==> config.mk <==
export PLATFORM = sky130hd
export DESIGN_NAME = cp0_ctrl_flat
export DESIGN_NICKNAME = d
export VERILOG_FILES = /design/src/rtl/cp0_ctrl_if.sv /design/src/rtl/cp0_ctrl.sv /design/src/flat_wrapper.sv
export SDC_FILE = /design/constraint.sdc
export NUM_CORES = 1
export LEC_CHECK = 0
export BUFFER_PORTS_ARGS = -buffer_cell sky130_fd_sc_hd__buf_2
export CAP_MARGIN = 10
export CORE_MARGIN = 5
export CORE_UTILIZATION = 28
export DETAILED_ROUTE_END_ITERATION = 8
export MAX_ROUTING_LAYER = met4
export PLACE_DENSITY = 0.48
export SLEW_MARGIN = 25
export SYNTH_ARGS = -nofsm -noshare
export SYNTH_HDL_FRONTEND = slang
export SYNTH_SLANG_ARGS = --single-unit
==> constraint.sdc <==
create_clock -name clk -period 2.5 [get_ports clk]
set_input_delay 0.25 -clock clk [delete_from_list [all_inputs] [get_ports clk]]
set_output_delay 0.25 -clock clk [all_outputs]
set_load 0.01 [all_outputs]
==> src/rtl/cp0_ctrl_if.sv <==
// CP0 access bus: MTC0/MFC0 port, exception-unit inputs and status outputs to the pipeline.
interface cp0_ctrl_if #(
    parameter int NUM_HW_INT = 6
);
    logic                  cp0we;
    logic [4:0]            cp0wAddr;
    logic [31:0]           cp0wData;
    logic [4:0]            cp0rAddr;
    logic [31:0]           cp0rData;
    logic [NUM_HW_INT-1:0] hw_int;
    logic [31:0]           excptype;
    logic [31:0]           epc_in;
    logic                  in_delay_slot;
    logic [31:0]           bad_addr;
    logic                  int_req;
    logic                  timer_int;
    logic [31:0]           status;
    logic [31:0]           cause;
    logic [31:0]           epc;

    modport master (
        output cp0we, cp0wAddr, cp0wData, cp0rAddr, hw_int,
        output excptype, epc_in, in_delay_slot, bad_addr,
        input  cp0rData, int_req, timer_int, status, cause, epc
    );

    modport slave (
        input  cp0we, cp0wAddr, cp0wData, cp0rAddr, hw_int,
        input  excptype, epc_in, in_delay_slot, bad_addr,
        output cp0rData, int_req, timer_int, status, cause, epc
    );
endinterface

==> src/rtl/cp0_ctrl.sv <==
// MIPS CP0: Count/Compare timer, Status/Cause/EPC/BadVAddr, precise exception entry and ERET.
// Writes land next cycle, reads and int_req are combinational; no backpressure, every input is taken each cycle.
module cp0_ctrl #(
    parameter int          NUM_HW_INT = 6,
    parameter int          TIMER_LINE = 5,
    parameter int          COUNT_DIV  = 1,
    parameter logic [31:0] STATUS_RST = 32'h1000_0000
) (
    input logic       clk,
    input logic       rst,
    cp0_ctrl_if.slave bus
);
    localparam logic [4:0] REG_BADVADDR = 5'd8;
    localparam logic [4:0] REG_COUNT    = 5'd9;
    localparam logic [4:0] REG_COMPARE  = 5'd11;
    localparam logic [4:0] REG_STATUS   = 5'd12;
    localparam logic [4:0] REG_CAUSE    = 5'd13;
    localparam logic [4:0] REG_EPC      = 5'd14;
    localparam logic [1:0] DIV_LAST     = 2'(COUNT_DIV - 1);
    localparam int         EXL          = 1;
    localparam int         IE           = 0;

    logic [31:0]           count_q;
    logic [31:0]           compare_q;
    logic [31:0]           status_q;
    logic [31:0]           epc_q;
    logic [31:0]           badvaddr_q;
    logic [1:0]            div_q;
    logic                  timer_q;
    logic [NUM_HW_INT-1:0] hw_ip_q;
    logic                  cause_bd_q;
    logic                  cause_iv_q;
    logic                  cause_wp_q;
    logic [1:0]            cause_sw_q;
    logic [4:0]            cause_exc_q;

    logic        wr_count, wr_compare, wr_status, wr_cause, wr_epc;
    logic        tick, timer_hit;
    logic [31:0] count_inc;
    logic        exc_take, exc_addr, eret;
    logic [4:0]  exc_code;
    logic [31:0] status_d, epc_d;
    logic        bd_d;
    logic [5:0]  ip_hw;
    logic [31:0] cause_w;
    logic [31:0] rd_dat;

    assign wr_count   = bus.cp0we && (bus.cp0wAddr == REG_COUNT);
    assign wr_compare = bus.cp0we && (bus.cp0wAddr == REG_COMPARE);
    assign wr_status  = bus.cp0we && (bus.cp0wAddr == REG_STATUS);
    assign wr_cause   = bus.cp0we && (bus.cp0wAddr == REG_CAUSE);
    assign wr_epc     = bus.cp0we && (bus.cp0wAddr == REG_EPC);

    assign tick      = (div_q == DIV_LAST);
    assign count_inc = count_q + 32'd1;
    // A Count write suppresses the increment, so it can never produce a match that cycle.
    assign timer_hit = tick && !wr_count && (count_inc == compare_q) && (compare_q != 32'd0);

    always_comb begin
        exc_take = 1'b0;
        exc_addr = 1'b0;
        exc_code = 5'd0;
        eret     = 1'b0;
        case (bus.excptype)
            32'h01: exc_take = 1'b1;
            32'h04, 32'h05: begin
                exc_take = 1'b1;
                exc_addr = 1'b1;
                exc_code = bus.excptype[4:0];
            end
            32'h08, 32'h0a, 32'h0c, 32'h0d: begin
                exc_take = 1'b1;
                exc_code = bus.excptype[4:0];
            end
            32'h0e:  eret = 1'b1;
            default: ;
        endcase
    end

    // MTC0 lands first; exception/ERET then overrides only the fields it owns.
    always_comb begin
        status_d = wr_status ? bus.cp0wData : status_q;
        if (exc_take) begin
            status_d[EXL] = 1'b1;
        end else if (eret) begin
            status_d[EXL] = 1'b0;
        end
        epc_d = wr_epc ? bus.cp0wData : epc_q;
        bd_d  = cause_bd_q;
        if (exc_take && !status_q[EXL]) begin
            epc_d = bus.in_delay_slot ? (bus.epc_in - 32'd4) : bus.epc_in;
            bd_d  = bus.in_delay_slot;
        end
    end

    always_comb begin
        ip_hw = '0;
        for (int i = 0; i < NUM_HW_INT; i++) begin
            ip_hw[i] = hw_ip_q[i];
        end
        ip_hw[TIMER_LINE] = ip_hw[TIMER_LINE] | timer_q;
    end

    assign cause_w = {cause_bd_q, timer_q, 6'b0, cause_iv_q, cause_wp_q, 6'b0,
                      ip_hw, cause_sw_q, 1'b0, cause_exc_q, 2'b0};

    always_ff @(posedge clk or negedge rst) begin
        if (!rst) begin
            count_q     <= '0;
            compare_q   <= '0;
            status_q    <= STATUS_RST;
            epc_q       <= '0;
            badvaddr_q  <= '0;
            div_q       <= '0;
            timer_q     <= 1'b0;
            hw_ip_q     <= '0;
            cause_bd_q  <= 1'b0;
            cause_iv_q  <= 1'b0;
            cause_wp_q  <= 1'b0;
            cause_sw_q  <= '0;
            cause_exc_q <= '0;
        end else begin
            if (wr_count) begin
                count_q <= bus.cp0wData;
                div_q   <= '0;
            end else if (tick) begin
                count_q <= count_inc;
                div_q   <= '0;
            end else begin
                div_q <= div_q + 2'd1;
            end
            if (wr_compare) begin
                compare_q <= bus.cp0wData;
            end
            if (wr_compare) begin
                timer_q <= 1'b0;
            end else if (timer_hit) begin
                timer_q <= 1'b1;
            end
            hw_ip_q    <= bus.hw_int;
            status_q   <= status_d;
            epc_q      <= epc_d;
            cause_bd_q <= bd_d;
            if (exc_take) begin
                cause_exc_q <= exc_code;
            end
            if (exc_take && exc_addr) begin
                badvaddr_q <= bus.bad_addr;
            end
            if (wr_cause) begin
                cause_sw_q <= bus.cp0wData[9:8];
                cause_iv_q <= bus.cp0wData[23];
                cause_wp_q <= bus.cp0wData[22];
            end
        end
    end

    // Read port is forced to zero while reset is held.
    always_comb begin
        rd_dat = '0;
        if (rst) begin
            case (bus.cp0rAddr)
                REG_BADVADDR: rd_dat = badvaddr_q;
                REG_COUNT:    rd_dat = count_q;
                REG_COMPARE:  rd_dat = compare_q;
                REG_STATUS:   rd_dat = status_q;
                REG_CAUSE:    rd_dat = cause_w;
                REG_EPC:      rd_dat = epc_q;
                default:      rd_dat = '0;
            endcase
        end
    end

    assign bus.cp0rData  = rd_dat;
    assign bus.status    = status_q;
    assign bus.cause     = cause_w;
    assign bus.epc       = epc_q;
    assign bus.timer_int = timer_q;
    assign bus.int_req   = status_q[IE] & ~status_q[EXL] & (|(cause_w[15:8] & status_q[15:8]));
endmodule

==> src/flat_wrapper.sv <==
// flat-port wrapper written by rule: the top's interface ports become plain ports
module cp0_ctrl_flat 
#(
    parameter int          NUM_HW_INT = 6,
    parameter int          TIMER_LINE = 5,
    parameter int          COUNT_DIV  = 1,
    parameter logic [31:0] STATUS_RST = 32'h1000_0000
)
  (clk, rst, bus_cp0we, bus_cp0wAddr, bus_cp0wData, bus_cp0rAddr, bus_hw_int, bus_excptype, bus_epc_in, bus_in_delay_slot, bus_bad_addr, bus_cp0rData, bus_int_req, bus_timer_int, bus_status, bus_cause, bus_epc);
  cp0_ctrl_if #(.NUM_HW_INT(NUM_HW_INT)) bus_i ();
  input logic clk;
  input logic rst;
  input wire logic [$bits(bus_i.cp0we)-1:0] bus_cp0we;
  input wire logic [$bits(bus_i.cp0wAddr)-1:0] bus_cp0wAddr;
  input wire logic [$bits(bus_i.cp0wData)-1:0] bus_cp0wData;
  input wire logic [$bits(bus_i.cp0rAddr)-1:0] bus_cp0rAddr;
  input wire logic [$bits(bus_i.hw_int)-1:0] bus_hw_int;
  input wire logic [$bits(bus_i.excptype)-1:0] bus_excptype;
  input wire logic [$bits(bus_i.epc_in)-1:0] bus_epc_in;
  input wire logic [$bits(bus_i.in_delay_slot)-1:0] bus_in_delay_slot;
  input wire logic [$bits(bus_i.bad_addr)-1:0] bus_bad_addr;
  output wire logic [$bits(bus_i.cp0rData)-1:0] bus_cp0rData;
  output wire logic [$bits(bus_i.int_req)-1:0] bus_int_req;
  output wire logic [$bits(bus_i.timer_int)-1:0] bus_timer_int;
  output wire logic [$bits(bus_i.status)-1:0] bus_status;
  output wire logic [$bits(bus_i.cause)-1:0] bus_cause;
  output wire logic [$bits(bus_i.epc)-1:0] bus_epc;
  assign bus_i.cp0we = bus_cp0we;
  assign bus_i.cp0wAddr = bus_cp0wAddr;
  assign bus_i.cp0wData = bus_cp0wData;
  assign bus_i.cp0rAddr = bus_cp0rAddr;
  assign bus_i.hw_int = bus_hw_int;
  assign bus_i.excptype = bus_excptype;
  assign bus_i.epc_in = bus_epc_in;
  assign bus_i.in_delay_slot = bus_in_delay_slot;
  assign bus_i.bad_addr = bus_bad_addr;
  assign bus_cp0rData = bus_i.cp0rData;
  assign bus_int_req = bus_i.int_req;
  assign bus_timer_int = bus_i.timer_int;
  assign bus_status = bus_i.status;
  assign bus_cause = bus_i.cause;
  assign bus_epc = bus_i.epc;
  cp0_ctrl #(.NUM_HW_INT(NUM_HW_INT), .TIMER_LINE(TIMER_LINE), .COUNT_DIV(COUNT_DIV), .STATUS_RST(STATUS_RST)) u_core (.clk(clk), .rst(rst), .bus(bus_i));
endmodule
# Word level (Yosys, flattened, before mapping)
# Cells that the tools add are included.
totals:
  reg_bits: 179
  output_inout_bits: 130
classes:
  n_addsub: 3
  eq_ne: 20
  n_mux: 18
  n_bitwise: 5
  reduce_logical: 22
op_table:
  columns: ["op", "count"]
  rows:
  - ["32-bit two-way mux", 6]
  - ["32-bit case mux with 6 select lines", 1]
  - ["32-bit by 4-bit == test with 1-bit output (second input constant)", 5]
  - ["32-bit by 3-bit == test with 1-bit output (second input constant)", 2]
  - ["5-bit by 4-bit == test with 1-bit output (second input constant)", 11]
  - ["32-bit by 1-bit adder with 32-bit output (second input constant)", 1]
  - ["32-bit by 1-bit == test with 1-bit output (second input constant)", 1]
  - ["32-bit == test", 1]
  - ["32-bit nonzero test", 1]
  - ["32-bit by 3-bit subtractor with 32-bit output (second input constant)", 1]
  - ["1-bit logical AND", 10]
  - ["8-bit bitwise AND", 1]
  - ["8-bit OR reduction", 1]
  - ["1-bit two-way mux", 7]
  - ["7-bit OR reduction", 1]
  - ["2-bit two-way mux", 3]
  - ["2-bit nonzero test", 3]
  - ["6-bit OR reduction", 1]
  - ["5-bit two-way mux", 1]
  - ["3-bit nonzero test", 1]
  - ["2-bit by 1-bit adder with 2-bit output (second input constant)", 1]
  - ["1-bit bitwise AND", 2]
  - ["1-bit zero test", 2]
  - ["2-bit zero test", 1]
  - ["other kinds (3)", 3]

# Depth between registers and ports, before layout
logic_depth:
  word_depth: 8
  depth_mapped: 9
  depth_no_buf: 8

# Worst setup path after synthesis
# No wires, ideal clock.
synth_timing:
  path_type: "register -> register"
  from: "register u_core.count_q[1]"
  to: "register u_core.timer_q, in the netlist u_core.bus.timer_int"
  t_arrival_ps: 2074
  required_time_ps: 2431
  setup_slack_ps: 358
  stages_incl_launch_ff: 9
  cell_sequence: "dfrtp_1 > ha_1 > nand3_1 > or4_1 > or2_1 > a211oi_1 > a31oi_1 > nor4_2 > a32o_1"
synth_via:
  elab_chain_len: 5
synth_lines:
  columns: ["element", "line_no", "text"]
  rows:
  - ["start: declaration", "cp0_ctrl.sv:23", "logic [31:0] count_q;"]
  - ["start signal: assignment", "cp0_ctrl.sv:124", "count_q <= bus.cp0wData;"]
  - ["start signal: assignment", "cp0_ctrl.sv:127", "count_q <= count_inc;"]
  - ["32-bit by 1-bit adder with 32-bit output", "cp0_ctrl.sv:55", "assign count_inc = count_q + 32'd1;"]
  - ["32-bit == test", "cp0_ctrl.sv:57", "assign timer_hit = tick && !wr_count && (count_inc == compare_q) && (compare_q != 32'd0);"]
  - ["1-bit logical AND (2 in a row)", "cp0_ctrl.sv:57", null]
  - ["2-bit nonzero test (no source line)", null, null]
  - ["end signal: assignment", "cp0_ctrl.sv:115", "timer_q <= 1'b0;"]
  - ["end signal: assignment", "cp0_ctrl.sv:136", "timer_q <= 1'b0;"]
  - ["end signal: assignment", "cp0_ctrl.sv:138", "timer_q <= 1'b1;"]
  - ["end: declaration", "cp0_ctrl.sv:29", "logic timer_q;"]
# No other way between the ends.
# A chain may end at the register's enable or synchronous reset.

# Worst setup path in the final report
layout_timing:
  from: "register u_core.count_q[7]"
  to: "register u_core.timer_q, in the netlist u_core.bus.timer_int"
# The elaborated chain is that of the path after synthesis.

==> flow_summary_export.csv <==
group,metric,value,unit
synthesis,synth_top_family_by_area,"simple AND/OR/NAND/NOR gates",
timing,setup_viol,0,
global_routing,grt_pass1_wl,64600,µm
cts,cts_sinks,179,
finish,drive_gt1_share,35.1,%
route,postRouteAntennaNets,0,
setup_path,cp_max_fo,9,
cts,cts_tree,"done",
floorplanning,pin_count,278,
synthesis,yosysSeqAreaShare,42.1,%
floorplanning,core.rowCount,71,
synthesis,synth.area.top_cells,"dfrtp_1 42%, mux2_2 10%, nand2_1 4.7%",
floorplanning,die_area,0.0420,mm²
synthesis,synthAdderAreaFrac,0.470,%
setup_path,r2r.worst_path.cells,8,
synthesis,postSynthCellCount,1083,
cts,post_cts_buffers,0,
setup_path,crit_arrival,2.65,ns
floorplanning,coreArea,0.0376,mm²
hold_path,min_path_type,"in2reg",
synthesis,synth-edff-count,0,
cts,clk_pin_slew,0.07,ns
power,p_leak,0.00586,µW
route,via_count,9502,
cts,cts_made_buffers,17,
outcome,status,"complete, no violations",
timing,layout_min_cycle_time,2.31,ns
synthesis,yosys.area_share.xor_xnor,8.55,%
cts,cts_root_buf,"clkbuf_16",
finish,layout_common_cells,"261 x buf_2, 178 x dfrtp_1, 134 x nand2_1",
setup_path,reg2reg_to,"u_core.bus.timer_int",
timing,final-max-slew-violation-count,0,
place,place_congestion,0.951,
place,placed_cells,1832,
floorplanning,die_w,205,µm
finish,fin_cells,1873,
timing,tightest_slew,0.707,ns
run,drv_cap,0,
setup_path,crit_type,"reg2reg",
setup_path,worst_setup_path_start_kind,"register",
setup_path,cp.required,2.83,ns
timing,slew_headroom,52.9,%
synthesis,synth_top_cell_area_share,41.8,%
synthesis,yosys-mux-area-fraction,14.5,%
floorplanning,start_util,28.3,%
hold_path,min_path_cells,3,
synthesis,syn_avg_cell_area,9.83,µm²
place,io_buffers,262,
hold_path,whs_endpoint,"u_core.bus.epc[1]",
cts,clk_path_buf_depth,2,
finish,multi_input_area,0.00572,mm²
synthesis,synth_ff_type,"dfrtp_1",
synthesis,synthSimpleGateAreaFrac,16.8,%
synthesis,async_flop_share,100,%
global_routing,antenna_found_initial,4,
timing,rsz0062_at_grt,"no",
route,drc,0,
synthesis,yosys.area.top_type,"dfrtp_1",
synthesis,yosysWarningCount,0,
timing,post-route-period-util,92.5,%
route,finalWirelength,44000,µm
hold_path,worst_hold_startpoint,"bus_epc_in[1]",
global_routing,grt_pass1_vias,9683,
power,power.density,718,mW/mm²
place,hpwl,35100,µm
finish,fill_cells,3924,
route,drtPass1Iterations,7,
route,viasPerCell,5.07,
finish,final_common_cell,"buf_2",
global_routing,grt_start_max_net_pins,55,
setup_path,r2r-start,"u_core.count_q[7]",
timing,worst_clock_skew,0.0114,ns
setup_path,reg2reg_slack,0.19,ns
synthesis,synth_compound_area_share,12.4,%
timing,tns,0,ns
finish,area_delta_synth_final,26.0,%
floorplanning,die_h,205,µm
timing,hold_viol_final,0,
global_routing,grt-ovfl-total,0,
setup_path,worst_setup_path_end_kind,"register",
synthesis,yosys.cell_types.count,68,
global_routing,grt_use_total,21.2,%
timing,max_freq,432,MHz
cts,cts.htree.levels,4,
route,route.detailed.wl_per_inst,23.5,µm
cts,clock_latency,0.44,ns
power,irDropWorstVdd,0.493,mV
synthesis,ys_seq_elements,179,
finish,nets,1499,
finish,final-seq-area,0.00448,mm²
synthesis,netlist_area,0.0106,mm²
route,dr.first_iter.drc_count,815,
[through the flow]
step	power [µW]	hold WS [ns]	cell area (µm²)	util (%)	setup WS, ns
CTS	9650	0.0163	13400	35.7	0.0874
finish	9640	0.0284	13400	35.7	0.188
floorplan	5540	-0.0456	10700	-	0.358
global route	10100	0.0264	13400	35.7	0.0373
detailed placement	6890	0.363	12700	33.9	0.124
global placement	6880	0.360	12700	33.9	0.174
[per-layer routing]
layer	vias to the layer above	GRT usage, %	part of all wire [%]
li1	4413	-	-
met1	4745	30.4	48
met2	296	31.0	45
met3	48	3.80	5.3
met4	0	5.38	2.1
met5	-	-	0
[flip-flops by register name (all words and copies together), names as in the netlist]
register	count
u_core.badvaddr_q	32
u_core.bus.epc	32
u_core.bus.status	32
u_core.bus.timer_int	1
u_core.cause_bd_q	1
u_core.cause_exc_q	5
u_core.cause_iv_q	1
u_core.cause_sw_q	2
u_core.cause_wp_q	1
u_core.compare_q	32
u_core.count_q	32
u_core.div_q	2
u_core.hw_ip_q	6
[worst max path at each step]
stage | startpoint | endpoint | slack, ns | cells after the start
6_report | u_core.count_q[7] | u_core.bus.timer_int | 0.19 | 8
5_1_grt | u_core.count_q[1] | u_core.bus.timer_int | 0.04 | 8
4_1_cts | rst | bus_cp0rData[31] | 0.09 | 5
3_5_place_dp | u_core.count_q[1] | u_core.bus.timer_int | 0.12 | 8
3_3_place_gp | u_core.count_q[1] | u_core.bus.timer_int | 0.17 | 8
2_1_floorplan | u_core.count_q[1] | u_core.bus.timer_int | 0.36 | 8
[critical path, stage by stage (launching register included)]
cell and delay, ns:
dfrtp_1 0.48, nand4_4 0.20, nor4_4 0.42, nor4bb_1 0.26, buf_4 0.21, nor3_1 0.06
a31oi_1 0.23, nor4_2 0.08, a32o_1 0.26
[cells by family (layout without fill, tap and decap cells)]
logic type,count (synthesis),count (layout)
adder cells (fa/ha/maj),4,4
AO/OA/AOI/OAI,195,195
multiplexers,142,142
other,1,17
XOR/XNOR,104,104
flip-flops,179,179
AND/OR/NAND/NOR,345,345
buffers and inverters,113,376
[area by class of cell]
cell class / instances / area share (%)
Antenna cell: 2 / 0.0373
Timing Repair Buffer: 332 / 14.4
Clock inverter: 10 / 0.914
Tap cell: 511 / 4.77
Clock buffer: 22 / 3.46
Sequential cell: 179 / 33.4
Multi-Input combinational cell: 805 / 42.6
Inverter: 12 / 0.364
[report_power, final]
group          switching, µW  total, µW  leakage, µW  internal, µW
registers                724       4110      0.00228          3380
logic                   1520       2770      0.00330          1250
clock network           1220       2760     0.000277          1540
total                   3460       9640      0.00586          6170
[timing repair]
item	4_1_cts	5_1_grt
endpoints found under the setup margin	0	4
hold buffers	7	0
hold endpoints to repair	40	0
resized for setup	0	3
[cells in the mapped netlist (19+ instances only)]
| cell type | number |
|---|---|
| nor2_1 | 46 |
| o21ai_0 | 61 |
| xor2_1 | 50 |
| mux2i_1 | 41 |
| buf_2 | 25 |
| mux2_2 | 98 |
| nor3_1 | 25 |
| a22o_1 | 21 |
| dfrtp_1 | 178 |
| nor4_1 | 19 |
| buf_4 | 25 |
| nand2_1 | 134 |
| a31oi_1 | 19 |
| nand4_1 | 24 |
| a21oi_1 | 32 |
| xnor2_1 | 54 |
| nand3_1 | 20 |
| clkbuf_1 | 42 |
(Power assumes the default switching activity.)
